===== src/rtl/mod_acc_seq_pkg.sv =====
// Shared constants and FSM state encoding for the modular accumulator.
// The optional range check is enabled by defining MOD_ACC_RANGE_CHK_EN.
package mod_acc_seq_pkg;

   localparam int DEF_DATA_WIDTH = 32;
   localparam int DEF_LEN_WIDTH  = 16;

   typedef enum logic [1:0] {
      ST_IDLE = 2'd0,
      ST_RUN  = 2'd1,
      ST_DONE = 2'd2
   } state_t;

endpackage


===== src/rtl/mod_acc_seq_add_core.sv =====
// Combinational (a + b) mod q for a, b in [0, q).
// Uses one conditional subtraction on a DATA_WIDTH+1 bit sum, so it cannot overflow.
module mod_add_core
   import mod_acc_seq_pkg::*;
#(
   parameter int DATA_WIDTH = DEF_DATA_WIDTH
) (
   input  logic [DATA_WIDTH-1:0] i_a,
   input  logic [DATA_WIDTH-1:0] i_b,
   input  logic [DATA_WIDTH-1:0] i_q,
   output logic [DATA_WIDTH-1:0] o_sum
);

   logic [DATA_WIDTH:0] w_sum;
   logic [DATA_WIDTH:0] w_diff;
   logic                w_ge;

   assign w_sum  = {1'b0, i_a} + {1'b0, i_b};
   assign w_diff = w_sum - {1'b0, i_q};
   assign w_ge   = (w_sum >= {1'b0, i_q});
   assign o_sum  = w_ge ? w_diff[DATA_WIDTH-1:0] : w_sum[DATA_WIDTH-1:0];

endmodule


===== src/rtl/mod_acc_seq.sv =====
// Sequential modular accumulator: sums len beats of in_data modulo Q.
// Define MOD_ACC_RANGE_CHK_EN to build the sticky out-of-range err flag.
//
// Handshake: a beat transfers on a rising edge where in_valid && in_ready;
// start is taken only on an edge where ready is high; in_valid need not be
// held and in_data is sampled only on a transfer.
module mod_acc_seq
   import mod_acc_seq_pkg::*;
#(
   parameter int DATA_WIDTH = DEF_DATA_WIDTH,
   parameter int LEN_WIDTH  = DEF_LEN_WIDTH
) (
   input  logic                         clk,
   input  logic                         rst,
   input  logic                         start,
   input  logic [LEN_WIDTH-1:0]         len,
   input  logic signed [DATA_WIDTH-1:0] Q,
   input  logic                         in_valid,
   input  logic signed [DATA_WIDTH-1:0] in_data,
   output logic                         in_ready,
   output logic signed [DATA_WIDTH-1:0] out,
   output logic                         ready,
   output logic                         done,
   output logic                         err,
   output logic [1:0]                   dbg_state
);

   state_t                r_state;
   state_t                w_next;
   logic [DATA_WIDTH-1:0] r_acc;
   logic [DATA_WIDTH-1:0] r_q;
   logic [LEN_WIDTH-1:0]  r_len;
   logic [LEN_WIDTH-1:0]  r_cnt;
   logic [DATA_WIDTH-1:0] w_sum;
   logic                  w_start_acc;
   logic                  w_beat;
   logic                  w_last;

   assign w_start_acc = (r_state == ST_IDLE) && start;
   assign w_beat      = (r_state == ST_RUN) && in_valid;
   assign w_last      = (r_cnt == r_len - LEN_WIDTH'(1));

   mod_add_core #(
      .DATA_WIDTH (DATA_WIDTH)
   ) u_add (
      .i_a   (r_acc),
      .i_b   (in_data),
      .i_q   (r_q),
      .o_sum (w_sum)
   );

   always_ff @(posedge clk) begin
      if (rst) begin
         r_state <= ST_IDLE;
      end else begin
         r_state <= w_next;
      end
   end

   always_comb begin
      w_next = r_state;
      case (r_state)
         ST_IDLE: if (start) w_next = (len == '0) ? ST_DONE : ST_RUN;
         ST_RUN:  if (w_beat && w_last) w_next = ST_DONE;
         ST_DONE: w_next = ST_IDLE;
         default: w_next = ST_IDLE;
      endcase
   end

   always_comb begin
      ready    = 1'b0;
      in_ready = 1'b0;
      done     = 1'b0;
      case (r_state)
         ST_IDLE: ready    = 1'b1;
         ST_RUN:  in_ready = 1'b1;
         ST_DONE: done     = 1'b1;
         default: ready    = 1'b0;
      endcase
   end

   // len and Q are captured on start so later input changes cannot disturb a run.
   always_ff @(posedge clk) begin
      if (rst) begin
         r_acc <= '0;
         r_cnt <= '0;
         r_len <= '0;
         r_q   <= '0;
      end else if (w_start_acc) begin
         r_acc <= '0;
         r_cnt <= '0;
         r_len <= len;
         r_q   <= Q;
      end else if (w_beat) begin
         r_acc <= w_sum;
         r_cnt <= r_cnt + LEN_WIDTH'(1);
      end
   end

`ifdef MOD_ACC_RANGE_CHK_EN
   logic r_err;
   logic w_range_bad;

   assign w_range_bad = in_data[DATA_WIDTH-1] | (in_data >= r_q);

   always_ff @(posedge clk) begin
      if (rst) begin
         r_err <= 1'b0;
      end else if (w_start_acc) begin
         r_err <= 1'b0;
      end else if (w_beat && w_range_bad) begin
         r_err <= 1'b1;
      end
   end

   assign err = r_err;
`else
   assign err = 1'b0;
`endif

   assign out       = r_acc;
   assign dbg_state = r_state;

endmodule


===== config.mk =====
export PLATFORM = sky130hd
export DESIGN_NAME = mod_acc_seq
export DESIGN_NICKNAME = d
export VERILOG_FILES = /design/src/rtl/mod_acc_seq_pkg.sv /design/src/rtl/mod_acc_seq_add_core.sv /design/src/rtl/mod_acc_seq.sv
export SDC_FILE = /design/constraint.sdc
export NUM_CORES = 1
export LEC_CHECK = 0
export ABC_AREA = 1
export BUFFER_PORTS_ARGS = -buffer_cell sky130_fd_sc_hd__buf_4
export CAP_MARGIN = 20
export CORE_UTILIZATION = 25
export DETAILED_ROUTE_END_ITERATION = 8
export GPL_TIMING_DRIVEN = 0
export SYNTH_ARGS = -nofsm -noshare
export SYNTH_HDL_FRONTEND = slang
export SYNTH_SLANG_ARGS = --single-unit
export TNS_END_PERCENT = 20

===== constraint.sdc =====
create_clock -name clk -period 6.58 [get_ports clk]
set_input_delay 1.316 -clock clk [delete_from_list [all_inputs] [get_ports clk]]
set_output_delay 1.316 -clock clk [all_outputs]
set_load 0.01 [all_outputs]

==> reports/metrics.yaml <==
status:
  outcome: "finished, final reports clean"
routing:
  drt-total-wl_mm: 32.6
  vias: 10517
  via_per_inst: 4.46
  routedWlPerCell_um: 13.8
  drt_iter0_drc: 518
  drc: 0
  detail-route-antenna-nets: 0
  drt_pass1_iterations: 5
setup_path:
  crit_required_ns: 6.81
  slowest_delay_ns: 0.63
  cp-end-kind: "register"
  cp_common_cell: "nand2_1"
  crit_path_top_delay_cell: "nor4_1"
  worst-path-max-fanout: 10
  worstSetupStartpointType: "primary input"
  worstPathCellList: "buf_4, ha_1, fa_1, nand2_1, a21oi_1, nand3_1, nand3_1, nand2_1, nand2_1, nand2_1, nand2_1, inv_1, ha_1, nand2_1, nor4_1, nand3_4, nand2_4, buf_4, nand2_1, nand3_1, a21oi_1"
  crit_arrival_ns: 5.18
  worstSetupPathType: "in -> reg"
power:
  power.leakage_nw: 6.23
  swShare: 0.431
  switchingPower_mw: 1.04
  power_frac_seq: 0.276
  power_density_mw_per_mm2: 207
  peakVddDrop_mv: 0.113
  p_comb_frac: 0.493
  clkPwrFrac: 0.231
  intPower_mw: 1.37
global_routing:
  grt_max_degree: 18
  gr-total-overflow: 0
  antenna_found_initial: 0
  grt_usage: 0.166
  grt_pass1_wl_mm: 51.0
  grt_pass1_vias: 9923
timing:
  tightestPinTransition_ns: 0.666
  slew_violations: 0
  clock_skew_ns: 0.00818
  fin_ws_ns: 1.63
  finalSetupTns_ns: 0
  period_share: 0.752
  hold_viol_final: 0
  rsz0062_at_grt: "false"
  maxClockFrequency_mhz: 202
  period_needed_ns: 4.95
  setup_viol: 0
  slew_headroom: 0.552
floorplan:
  die_h_um: 200
  core_sq_mm: 0.0380
  start_util: 0.256
  fp-row-count: 71
  die_area_sq_mm: 0.0398
  io_pins: 122
  chipWidth_um: 200
clocking:
  cts_tree: "built"
  cts_buffers: 9
  h-tree-depth: 3
  clk_latency_ns: 0.37
  clockRootBuffer: "clkbuf_16"
  clkTransAtPathRegs_ns: 0.07
  cts_buffer_depth: 2
  cts_setup_buffers: 0
  post_cts_resize_count: 0
  ctsHoldBuffers: 0
  cts_sinks: 98
placement:
  port_buffers: 120
  hpwl_mm: 28.5
  gp_congestion: 0.940
  dp_slack_ns: 1.31
run:
  maxCapViolations: 0
logic_synthesis:
  synth-compound-area-share: 0.112
  synth_area_per_cell_sq_um: 5.70
  synthSimpleGateAreaFrac: 0.400
  synth.ff_latch_count: 98
  synth.yosys.seq_area_share: 0.201
  synth_area_sq_mm: 0.00975
  synth_fa_ha_area_frac: 0.0888
  synthCells: 1712
  syn_nets: 1864
  synthMuxAreaShare: 0
  ys_types: 42
  synth_top_family_by_area: "simple AND/OR/NAND/NOR gates"
  synth_xor_area_frac: 0.0508
  yosysWarningCount: 0
final_layout:
  drive_gt1_frac: 0.0974
  diodes: 0
  final_core_util: 0.305
  multiInputGateArea_sq_mm: 0.00636
  area_growth_pct: 19.0
  regArea_sq_mm: 0.00196
  fillers: 4384
  fin_nets: 1995
hold_path:
  min_path_type: "reg -> reg"
sequential cells by signal (all words and copies together), names as in the netlist:
| name | flops |
|---|---|
| r_q | 32 |
| r_len | 16 |
| r_cnt | 16 |
| out | 32 |
| dbg_state | 2 |
routing by layer:
| layer | up-vias | GRT usage | part of all wire |
|---|---|---|---|
| li1 | 5596 | - | - |
| met2 | 200 | 0.277 | 0.45 |
| met5 | - | 0 | 0 |
| met1 | 4685 | 0.224 | 0.49 |
| met3 | 36 | 0.0186 | 0.039 |
| met4 | 0 | 0.0469 | 0.018 |
per-stage QoR:
stage               hold slack, ns  cell area (sq um)  total power [mW]  instances
floorplan                    0.435               9750              1.52       1712
global placement             0.456              11300              1.85       2343
CTS                          0.469              11600              2.42       2359
global route                 0.495              11600              2.60       2359
finish                       0.467              11600              2.40       2359
detailed placement           0.456              11300              1.85       2343
area by class of cell:
cell class	count	area share
multi-input cells	1249	0.548
flip-flops and latches	98	0.169
inverters	329	0.106
repair buffers	120	0.0776
well taps	511	0.0551
clock buffers	10	0.0206
plain buffers	36	0.0171
clock inverters	6	0.00625
layout by cell type (no fill, tap or decap), drive strengths merged, types with 2 or more instances in the layout:
cell,netlist,final
o21ai,59,59
buf,15,135
xnor2,21,21
nand4,20,20
nor3,18,18
inv,327,329
a21oi,133,133
nand3,136,136
nor4,8,8
clkinv,2,2
o21bai,7,7
a21o,4,4
nor2,138,138
nor3b,2,2
xor2,33,33
nand3b,11,11
o21a,2,2
clkbuf,21,31
nand2,582,582
clkinvlp,0,3
fa,2,2
dfxtp,98,98
ha,66,66
and2,2,2
path summary, 6_finish.rpt:
path	startpoint	endpoint	slack [ns]	cells past startpoint
worst min-delay path	r_q[4]	r_q[4]	0.47	2
worst max-delay path	in_data[0]	out[15]	1.63	21
worst min register to register	r_q[4]	r_q[4]	0.47	2
worst max register to register	out[0]	out[15]	2.26	20
cell families after synthesis:
family / after synthesis
AOI/OAI and AO/OA: 208
xor gates and xnor gates: 55
adders and majority gates: 68
buffers and inverters: 365
DFF: 98
other: 1
and+or+nand+nor: 917
critical path, delay by kind of cell:
kind / cells / cell delay, ns
simple gates: 13 / 2.14
fa+ha+maj: 3 / 1.01
compound gates: 2 / 0.36
buf+inv: 3 / 0.33
cells in the mapped netlist (all sizes together):
cell type | instances | area share
nand2 | 582 | 0.23
inv | 327 | 0.13
nor2 | 138 | 0.058
nand3 | 136 | 0.073
a21oi | 133 | 0.069
dfxtp | 98 | 0.20
ha | 66 | 0.085
o21ai | 59 | 0.030
xor2 | 33 | 0.030
clkbuf | 21 | 0.0081
xnor2 | 21 | 0.019
nand4 | 20 | 0.013
nor3 | 18 | 0.013
buf | 15 | 0.012
nand3b | 11 | 0.0085
nor4 | 8 | 0.0051
o21bai | 7 | 0.0054
a21o | 4 | 0.0031
and2 | 2 | 0.0013
clkinv | 2 | 0.00077
fa | 2 | 0.0041
nor3b | 2 | 0.0015
o21a | 2 | 0.0015
a21boi | 1 | 0.00077
a31oi | 1 | 0.00064
conb | 1 | 0.00038
o2111ai | 1 | 0.00090
xnor3 | 1 | 0.0023
power groups by stage:
stage	sequential [mW]	clock, mW	combinational, mW
floorplan	0.672	0	0.846
global placement	0.678	0	1.17
detailed placement	0.678	0	1.18
CTS	0.665	0.569	1.18
global route	0.669	0.593	1.34
finish	0.664	0.555	1.18
(Power assumes the default switching activity.)
